`config.mk`:
```
export PLATFORM = sky130hd
export DESIGN_NAME = gate_vector_sequencer_flat
export DESIGN_NICKNAME = d
export VERILOG_FILES = /design/src/rtl/gate_vector_sequencer_if.sv /design/src/rtl/gate_vector_sequencer.sv /design/src/flat_wrapper.sv
export SDC_FILE = /design/constraint.sdc
export NUM_CORES = 1
export LEC_CHECK = 0
export CAP_MARGIN = 20
export CORE_MARGIN = 10
export CORE_UTILIZATION = 42
export CTS_CLUSTER_DIAMETER = 40
export DETAILED_ROUTE_END_ITERATION = 8
export DONT_BUFFER_PORTS = 1
export PLACE_DENSITY_LB_ADDON = 0.3
export SYNTH_ARGS = -nofsm -noshare
export SYNTH_HDL_FRONTEND = slang
export SYNTH_SLANG_ARGS = --single-unit
```
`constraint.sdc`:
```
create_clock -name clk -period 2.55 [get_ports clk]
set_clock_uncertainty 0.2 [all_clocks]
set_input_delay 0.6375 -clock clk [delete_from_list [all_inputs] [get_ports clk]]
set_output_delay 0.6375 -clock clk [all_outputs]
set_load 0.01 [all_outputs]
```
`src/rtl/gate_vector_sequencer_if.sv`:
```
// ---------------------------------------------------------------------------
// gate_vector_sequencer_if
// Bundles the host handshake (start/busy/done/pass/err_count/vec_idx) and the
// gate-under-test connections (a1,b1,a2,b2,c2 out; nor_in,oai_in back) of the
// gate vector sequencer.
//   master : sequencer side (drives gate inputs and host status)
//   slave  : environment side (host plus the gates under test)
// Optional GVS_ERROR_LOG_EN adds first_err_valid/first_err_idx/first_err_obs.
// ---------------------------------------------------------------------------
interface gate_vector_sequencer_if #(
  parameter int ERR_W = 6
);
  logic             start;
  logic             a1;
  logic             b1;
  logic             a2;
  logic             b2;
  logic             c2;
  logic             nor_in;
  logic             oai_in;
  logic             busy;
  logic             done;
  logic             pass;
  logic [ERR_W-1:0] err_count;
  logic [4:0]       vec_idx;
`ifdef GVS_ERROR_LOG_EN
  logic             first_err_valid;
  logic [4:0]       first_err_idx;
  logic [1:0]       first_err_obs;

  modport master (
    input  start, nor_in, oai_in,
    output a1, b1, a2, b2, c2, busy, done, pass, err_count, vec_idx,
           first_err_valid, first_err_idx, first_err_obs
  );
  modport slave (
    output start, nor_in, oai_in,
    input  a1, b1, a2, b2, c2, busy, done, pass, err_count, vec_idx,
           first_err_valid, first_err_idx, first_err_obs
  );
`else
  modport master (
    input  start, nor_in, oai_in,
    output a1, b1, a2, b2, c2, busy, done, pass, err_count, vec_idx
  );
  modport slave (
    output start, nor_in, oai_in,
    input  a1, b1, a2, b2, c2, busy, done, pass, err_count, vec_idx
  );
`endif
endinterface

```
`src/rtl/gate_vector_sequencer.sv`:
```
// ---------------------------------------------------------------------------
// gate_vector_sequencer
// Steps a 5-bit vector index through NUM_VEC vectors, drives it onto the NOR
// (a1,b1) and OAI (a2,b2,c2) gate inputs, holds each vector HOLD_CYCLES clocks,
// samples the gate outputs once per vector at hold count SAMPLE_OFFSET and
// counts mismatching vectors against a golden model (saturating).
// Ports:
//   clk  : rising-edge clock
//   rst  : synchronous active-high reset
//   bus  : gate_vector_sequencer_if.master (host handshake + gate signals)
// Optional feature macro: GVS_ERROR_LOG_EN (first-mismatch log outputs).
// ---------------------------------------------------------------------------
module gate_vector_sequencer #(
  parameter int HOLD_CYCLES   = 91,
  parameter int SAMPLE_OFFSET = 80,
  parameter int NUM_VEC       = 32,
  parameter int ERR_W         = 6
) (
  input  logic                    clk,
  input  logic                    rst,
  gate_vector_sequencer_if.master bus
);

  localparam int                CNT_W      = (HOLD_CYCLES > 2) ? $clog2(HOLD_CYCLES) : 1;
  localparam logic [CNT_W-1:0]  CNT_LAST   = CNT_W'(HOLD_CYCLES - 1);
  localparam logic [CNT_W-1:0]  CNT_SAMPLE = CNT_W'(SAMPLE_OFFSET);
  localparam logic [4:0]        VEC_LAST   = 5'(NUM_VEC - 1);
  localparam logic [ERR_W-1:0]  ERR_MAX    = {ERR_W{1'b1}};

  typedef enum logic [1:0] {
    S_IDLE = 2'd0,
    S_HOLD = 2'd1,
    S_DONE = 2'd2
  } state_t;

  state_t           state_q, state_d;
  logic [CNT_W-1:0] cnt_q, cnt_d;
  logic [4:0]       vec_q, vec_d;
  logic [ERR_W-1:0] err_q, err_d;
  logic [4:0]       gates_q, gates_d;
  logic             busy_q, busy_d;
  logic             done_q, done_d;
  logic             pass_q, pass_d;
  logic             exp_nor_s, exp_oai_s, miss_s;
`ifdef GVS_ERROR_LOG_EN
  logic             fe_valid_q, fe_valid_d;
  logic [4:0]       fe_idx_q, fe_idx_d;
  logic [1:0]       fe_obs_q, fe_obs_d;
`endif

  // Golden gate model evaluated on the registered gate inputs, so a sample
  // taken on the advance edge still judges the vector being left.
  assign exp_nor_s = ~(gates_q[4] | gates_q[3]);
  assign exp_oai_s = ~((gates_q[2] | gates_q[1]) & gates_q[0]);
  assign miss_s    = (bus.nor_in != exp_nor_s) || (bus.oai_in != exp_oai_s);

  // Next-state, counters, error accounting and registered-output values.
  always_comb begin
    state_d = state_q;
    cnt_d   = cnt_q;
    vec_d   = vec_q;
    err_d   = err_q;
`ifdef GVS_ERROR_LOG_EN
    fe_valid_d = fe_valid_q;
    fe_idx_d   = fe_idx_q;
    fe_obs_d   = fe_obs_q;
`endif
    case (state_q)
      S_IDLE, S_DONE: begin
        if (bus.start) begin
          state_d = S_HOLD;
          cnt_d   = '0;
          vec_d   = 5'd0;
          err_d   = '0;
`ifdef GVS_ERROR_LOG_EN
          fe_valid_d = 1'b0;
          fe_idx_d   = 5'd0;
          fe_obs_d   = 2'b00;
`endif
        end else begin
          state_d = state_q;
        end
      end
      S_HOLD: begin
        // start is deliberately ignored here: no restart while busy.
        if ((cnt_q == CNT_SAMPLE) && miss_s) begin
          if (err_q != ERR_MAX) begin
            err_d = err_q + ERR_W'(1);
          end else begin
            err_d = err_q;
          end
`ifdef GVS_ERROR_LOG_EN
          if (!fe_valid_q) begin
            fe_valid_d = 1'b1;
            fe_idx_d   = vec_q;
            fe_obs_d   = {bus.nor_in, bus.oai_in};
          end else begin
            fe_valid_d = fe_valid_q;
          end
`endif
        end else begin
          err_d = err_q;
        end
        if (cnt_q == CNT_LAST) begin
          if (vec_q == VEC_LAST) begin
            state_d = S_DONE;
          end else begin
            vec_d = vec_q + 5'd1;
            cnt_d = '0;
          end
        end else begin
          cnt_d = cnt_q + CNT_W'(1);
        end
      end
      default: begin
        state_d = S_IDLE;
      end
    endcase
    gates_d = (state_d == S_HOLD) ? vec_d : 5'd0;
    busy_d  = (state_d == S_HOLD);
    done_d  = (state_d == S_DONE);
    pass_d  = (state_d == S_DONE) && (err_d == '0);
  end

  // State and output registers with synchronous reset.
  always_ff @(posedge clk) begin
    if (rst) begin
      state_q <= S_IDLE;
      cnt_q   <= '0;
      vec_q   <= 5'd0;
      err_q   <= '0;
      gates_q <= 5'd0;
      busy_q  <= 1'b0;
      done_q  <= 1'b0;
      pass_q  <= 1'b0;
`ifdef GVS_ERROR_LOG_EN
      fe_valid_q <= 1'b0;
      fe_idx_q   <= 5'd0;
      fe_obs_q   <= 2'b00;
`endif
    end else begin
      state_q <= state_d;
      cnt_q   <= cnt_d;
      vec_q   <= vec_d;
      err_q   <= err_d;
      gates_q <= gates_d;
      busy_q  <= busy_d;
      done_q  <= done_d;
      pass_q  <= pass_d;
`ifdef GVS_ERROR_LOG_EN
      fe_valid_q <= fe_valid_d;
      fe_idx_q   <= fe_idx_d;
      fe_obs_q   <= fe_obs_d;
`endif
    end
  end

  assign {bus.a1, bus.b1, bus.a2, bus.b2, bus.c2} = gates_q;
  assign bus.busy      = busy_q;
  assign bus.done      = done_q;
  assign bus.pass      = pass_q;
  assign bus.err_count = err_q;
  assign bus.vec_idx   = vec_q;
`ifdef GVS_ERROR_LOG_EN
  assign bus.first_err_valid = fe_valid_q;
  assign bus.first_err_idx   = fe_idx_q;
  assign bus.first_err_obs   = fe_obs_q;
`endif

endmodule
```
`src/flat_wrapper.sv`:
```
// flat-port wrapper written by rule: the top's interface ports become plain ports
module gate_vector_sequencer_flat 
#(
  parameter int HOLD_CYCLES   = 91,
  parameter int SAMPLE_OFFSET = 80,
  parameter int NUM_VEC       = 32,
  parameter int ERR_W         = 6
)
  (clk, rst, bus_start, bus_nor_in, bus_oai_in, bus_a1, bus_b1, bus_a2, bus_b2, bus_c2, bus_busy, bus_done, bus_pass, bus_err_count, bus_vec_idx);
  gate_vector_sequencer_if #(.ERR_W(ERR_W)) bus_i ();
  input  logic clk;
  input  logic rst;
  input wire logic [$bits(bus_i.start)-1:0] bus_start;
  input wire logic [$bits(bus_i.nor_in)-1:0] bus_nor_in;
  input wire logic [$bits(bus_i.oai_in)-1:0] bus_oai_in;
  output wire logic [$bits(bus_i.a1)-1:0] bus_a1;
  output wire logic [$bits(bus_i.b1)-1:0] bus_b1;
  output wire logic [$bits(bus_i.a2)-1:0] bus_a2;
  output wire logic [$bits(bus_i.b2)-1:0] bus_b2;
  output wire logic [$bits(bus_i.c2)-1:0] bus_c2;
  output wire logic [$bits(bus_i.busy)-1:0] bus_busy;
  output wire logic [$bits(bus_i.done)-1:0] bus_done;
  output wire logic [$bits(bus_i.pass)-1:0] bus_pass;
  output wire logic [$bits(bus_i.err_count)-1:0] bus_err_count;
  output wire logic [$bits(bus_i.vec_idx)-1:0] bus_vec_idx;
  assign bus_i.start = bus_start;
  assign bus_i.nor_in = bus_nor_in;
  assign bus_i.oai_in = bus_oai_in;
  assign bus_a1 = bus_i.a1;
  assign bus_b1 = bus_i.b1;
  assign bus_a2 = bus_i.a2;
  assign bus_b2 = bus_i.b2;
  assign bus_c2 = bus_i.c2;
  assign bus_busy = bus_i.busy;
  assign bus_done = bus_i.done;
  assign bus_pass = bus_i.pass;
  assign bus_err_count = bus_i.err_count;
  assign bus_vec_idx = bus_i.vec_idx;
  gate_vector_sequencer #(.HOLD_CYCLES(HOLD_CYCLES), .SAMPLE_OFFSET(SAMPLE_OFFSET), .NUM_VEC(NUM_VEC), .ERR_W(ERR_W)) u_core (.clk(clk), .rst(rst), .bus(bus_i));
endmodule
```
==> run metrics, run 1 <==
reg2reg start=u_core.cnt_q[0]$_SDFFE_PP0P_; GR Overflow Total=0; most frequent cell after synthesis=dfxtp_1; Final Cycle Share=about nine tenths; first-pass GRT wire length=5.54 mm; die area=between 6000 and 7000 sq um; residual DRC count=0; Worst Setup Path Type=flip-flop to flip-flop; Avg Synthesized Cell Area=between 8 and 9 sq um; Peak Freq=437 MHz; port bufs=0; detailed placement HPWL=2.48 mm; vias per inst=approximately 5.6; leading area contributor after synthesis=dfxtp_1; TritonCTS Buffers=3; largest net degree at the start of global routing=21; # IOs=24; Post-DP Area=1470 sq um; Filler Cell Count=between 300 and 400; Worst-path clk slew=0.15 ns; diode count=0; Synth top area share=between 40% and 50%; RePlAce Congestion=approximately 0.8; number of synthesis warnings=0; Pwr per Cell Area=465 nW/um^2; worst r2r path cells=8; register area=about 560 sq um; Routed WL per cell=about 15 um; postcts setup bufs=0; Synth Flop Type=dfxtp_1; DRT Pass-1 Iters=4; Max-slew headroom=around 73%; Async S/R FF share, synth=0%; core region area=~3100 sq um; largest cells by area after synthesis=dfxtp_1 (40%), nor2_1 (5.1%), ha_1 (4.5%); min setup slack post-route=between 0.2 and 0.3 ns; vias in the first global route=roughly 1,200; most frequent cells after synthesis=dfxtp_1 (28), nor2_1 (19), nand2_1 (14); CTS Buffer Depth=2; initial core utilization=about 45%; largest stage delay on the critical path=about 0.38 ns; Pleak=~0.52 nW; worst min-delay path startpoint=rst; synthesis-to-finish area growth=8.16%; Critical Path Fanout Max=7; reg2reg end=u_core.bus.pass$_SDFF_PP0_; Worst Tran Pin Value=0.405 ns; GRT Total Usage=between 10% and 20%; Sink Count=28; Tmin final=~2.3 ns; Critical Path, Cell by Cell=inv_1 -> ha_1 -> nor2b_1 -> nand4_2 -> o21bai_4 -> o31a_1 -> a2111oi_2 -> o2111a_1; setup slack, reg-to-reg=approximately 0.26 ns; Starting DRT DRC Count=approximately 60; Clock Tree Root=clkbuf_4; DP Cell Count=just over 200; Nets=~180; cts hold-fix bufs=0; CP arrival=between 2 and 2.5 ns; RSZ-0062 raised after global routing=no; cells after synthesis=161; slowest stage cell, crit path=dfxtp_1; maximum vdd drop=about 0.40 mV; via count=1,177; Slew Limit Fails=0; WP data required=approximately 2.6 ns; max cap viols=0; hold slack=0.158 ns; area of the multi-input gates=between 700 and 800 sq um; final wirelength=roughly 3.1 mm; Overall Power=702 uW; met2 wire len=roughly 1.6 mm; Final Hold Viols=0; status=finished, final reports clean; CTS tree=done; row cnt=20; WHS Path Cells=1; post-synth net total=171; endpoints failing setup=0; Worst Hold End=u_core.bus.err_count[1]$_SDFF_PP0_; number of synthesized flops with an enable pin=0; Crit. End Element=flip-flop; Setup TNS=0 ns; max layer used=met4; Die Y=77.6 um; Setup crit start kind=flip-flop; Synth Cell Area=~1400 sq um; number of routed nets with antenna violations=0; CTS resizes=0; layout cells sized above 1=approximately 13%; Skew-Pair Late Insertion Delay=between 0.3 and 0.4 ns; flop and latch count out of synthesis=28; die width=~78 um; Non-Filler Instances=210; H-tree lvl count=1; post-route cell area=~1500 sq um; register area share after synthesis=between 40% and 50%; Hold Crit Class=input pin to flip-flop; Synth cell types=44; M1 wire length=1.28 mm; met3 WL=about 260 um; initial antenna violation count=0; post-layout util=about 48%; Post-Place Worst Slack=~0.29 ns
[placed cells by master (no fill, tap or decap), drive strengths merged, types with 3 or more instances in the layout]
cell	netlist	routed
or2	3	3
nand2b	3	3
clkbuf	4	4
nand2	14	14
xor2	7	7
nand3	10	10
dfxtp	28	28
a21oi	9	9
or3	3	3
inv	6	6
nand4	6	6
o211ai	3	3
nor2	19	19
nor3	9	9
o21ai	5	5
buf	0	5
ha	5	5
[area by class of cell]
class                           count  share of cell area, %
Tap cell                           44                   3.65
Clock buffer                        4                   2.40
Multi-Input combinational cell    123                   52.8
Sequential cell                    28                   37.1
Inverter                            6                   1.49
Timing Repair Buffer                5                   2.49
[layer usage]
| layer | vias to the layer above | global-route usage, % |
|---|---|---|
| met3 | 4 | 5.18 |
| met1 | 552 | 11.1 |
| met5 | - | 0 |
| li1 | 592 | - |
| met2 | 29 | 19.8 |
| met4 | 0 | 1.82 |
[sequential cells by signal, summed over array words and instances, names as in the netlist]
name	count
u_core.bus.vec_idx	5
u_core.bus.pass	1
u_core.cnt_q	7
u_core.bus.done	1
u_core.bus.err_count	6
u_core.gates_q	5
u_core.state_q	2
u_core.bus.busy	1
[cells by family (layout without fill, tap and decap cells)]
group                      Yosys count  in the layout  share of synthesized area, %
and+or+nand+nor                     78             78                          29.6
AOI/OAI and AO/OA                   30             30                          16.6
DFF                                 28             28                          40.2
buffers and inverters               10             15                          2.69
xor gates and xnor gates             8              8                          5.02
adders and majority gates            5              5                          4.48
muxes                                2              2                          1.44
[power breakdown]
| part | internal (mW) | leakage (nW) | switching, mW | total (mW) |
|---|---|---|---|---|
| sequential | 0.442 | 0.226 | 0.00526 | 0.447 |
| clock | 0.0874 | 0.0210 | 0.127 | 0.214 |
| combinational | 0.0139 | 0.269 | 0.0261 | 0.0400 |
| total | 0.543 | 0.516 | 0.158 | 0.702 |
[critical path: cells and delay by family, from the launching register on]
kind | cells | cell delay, ns
adder cells (fa/ha/maj) | 1 | 0.14
AO/OA/AOI/OAI | 4 | 1.13
buffers and inverters | 1 | 0.09
AND/OR/NAND/NOR | 2 | 0.30
flip-flops | 1 | 0.38
[worst max path at each step]
stage	from	slack (ns)	end
final	u_core.cnt_q[0]$_SDFFE_PP0P_	0.26	u_core.bus.pass$_SDFF_PP0_
after global placement	bus_oai_in	0.34	u_core.bus.pass$_SDFF_PP0_
after CTS	u_core.cnt_q[0]$_SDFFE_PP0P_	0.25	u_core.bus.pass$_SDFF_PP0_
after floorplan	u_core.bus.vec_idx[0]$_SDFF_PP0_	0.38	u_core.cnt_q[5]$_SDFFE_PP0P_
after global routing	u_core.cnt_q[0]$_SDFFE_PP0P_	0.15	u_core.bus.pass$_SDFF_PP0_
after detailed placement	u_core.cnt_q[0]$_SDFFE_PP0P_	0.29	u_core.bus.pass$_SDFF_PP0_
No activity file was read; power rests on OpenSTA's default activity.
==> run 2: changes to the inputs <==
Settings changed: CORE_UTILIZATION 42 to 35, TNS_END_PERCENT from default to 10.
==> run metrics, run 2 (synthesis gave the netlist of run 1 again) <==
Peak Freq=438 MHz; Worst Tran Pin Value=between 0.4 and 0.5 ns; vias per inst=5.60; Starting DRT DRC Count=70; Skew-Pair Late Insertion Delay=between 0.2 and 0.3 ns; # IOs=24; most common cell after layout, fill and taps aside=dfxtp_1; first-pass GRT wire length=approximately 5.7 mm; Nets=between 150 and 200; RSZ-0062 raised after global routing=no; Pwr per Cell Area=475 nW/um^2; Hold Crit Class=input pin to flip-flop; CTS tree=done; Slew Limit Fails=0; Non-Filler Instances=between 200 and 250; CTS Buffer Depth=2; most frequent cells in the layout=dfxtp_1 (28), nor2_1 (19), nand2_1 (14); Critical Path Fanout Max=7; Worst Setup Path Type=flip-flop to flip-flop; detailed placement HPWL=about 2.5 mm; Final Cycle Share=89.5%; setup slack, reg-to-reg=roughly 0.27 ns; Worst Hold End=u_core.bus.err_count[1]$_SDFF_PP0_; vias in the first global route=around 1,200; die width=around 83 um; max cap viols=0; Max-slew headroom=72.0%; Pleak=roughly 0.51 nW; reg2reg start=u_core.cnt_q[0]$_SDFFE_PP0P_; WHS Path Cells=1; TritonCTS Buffers=3; Setup TNS=0 ns; max FFs per register=7; Die Y=between 80 and 90 um; RePlAce Congestion=~0.8; Routed WL per cell=~16 um; core region area=3740 sq um; Crit. End Element=flip-flop; GR Overflow Total=0; synthesis-to-finish area growth=8.34%; status=finished, final reports clean; WP data required=~2.6 ns; die area=6910 sq um; residual DRC count=0; DRT Pass-1 Iters=4; worst min-delay path startpoint=rst; postcts setup bufs=0; Setup crit start kind=flip-flop; Worst-path clk slew=roughly 0.09 ns; via count=1,188; layout cells sized above 1=between 10% and 20%; initial antenna violation count=0; Tmin final=roughly 2.3 ns; CP arrival=2.30 ns; CTS resizes=0; largest net degree at the start of global routing=21; hold slack=approximately 0.23 ns; initial core utilization=37.3%; cts hold-fix bufs=0; largest reg by FF count=u_core.cnt_q; H-tree lvl count=1; Sink Count=28; row cnt=22; DP Cell Count=around 210; post-layout util=about two fifths; reg2reg end=u_core.bus.pass$_SDFF_PP0_; GRT Total Usage=a little under a tenth; port bufs=0; diode count=0; final wirelength=about 3.3 mm; maximum vdd drop=0.205 mV; number of routed nets with antenna violations=0; Clock Tree Root=clkbuf_8; Final Hold Viols=0; worst r2r path cells=8; endpoints failing setup=0
==> run 2: power breakdown <==
group          total [mW]  internal (mW)  switching (mW)
clock               0.231          0.106           0.125
sequential          0.446          0.441         0.00510
combinational      0.0404         0.0140          0.0264
total               0.718          0.561           0.157
==> run 2: worst max-delay path by stage <==
stage                                          start                      endpoint  slack [ns]  depth (start not counted)
floorplan           u_core.bus.vec_idx[0]$_SDFF_PP0_  u_core.cnt_q[5]$_SDFFE_PP0P_        0.38                          7
global placement        u_core.cnt_q[0]$_SDFFE_PP0P_    u_core.bus.pass$_SDFF_PP0_        0.31                          8
detailed placement      u_core.cnt_q[0]$_SDFFE_PP0P_    u_core.bus.pass$_SDFF_PP0_        0.26                          8
CTS                     u_core.cnt_q[0]$_SDFFE_PP0P_    u_core.bus.pass$_SDFF_PP0_        0.25                          8
global route            u_core.cnt_q[0]$_SDFFE_PP0P_    u_core.bus.pass$_SDFF_PP0_        0.09                          8
finish                  u_core.cnt_q[0]$_SDFFE_PP0P_    u_core.bus.pass$_SDFF_PP0_        0.27                          8
==> run 2: cell type report <==
class | instances | area, sq um
Inverter | 6 | 22.5
Clock buffer | 3 | 41.3
Fill cell | 390 | 2230
Tap cell | 48 | 60.1
Sequential cell | 28 | 561
Multi-Input combinational cell | 123 | 797
Timing Repair Buffer | 4 | 30.0
==> run 2: critical path, cell delays in order, from the launching register on <==
cell	delay, ns
dfxtp_1	0.36
inv_1	0.09
ha_1	0.14
nor2b_1	0.18
nand4_2	0.15
o21bai_4	0.23
o31a_1	0.30
a2111oi_2	0.36
o2111a_1	0.23
==> run 2: per-stage QoR <==
step           power [mW]  setup WS, ns  instance area, sq um
2_1_floorplan       0.487         0.380                  1400
3_3_place_gp        0.496         0.311                  1470
3_5_place_dp        0.497         0.263                  1470
4_1_cts             0.727         0.253                  1510
5_1_grt             0.753        0.0868                  1510
6_report            0.718         0.267                  1510
==> run 2: metal layers <==
| layer | GRT usage (%) | part of all wire [%] |
|---|---|---|
| met1 | 10.2 | 42 |
| met2 | 15.7 | 48 |
| met3 | 4.49 | 8.0 |
| met4 | 2.92 | 2.1 |
| met5 | 0 | 0 |
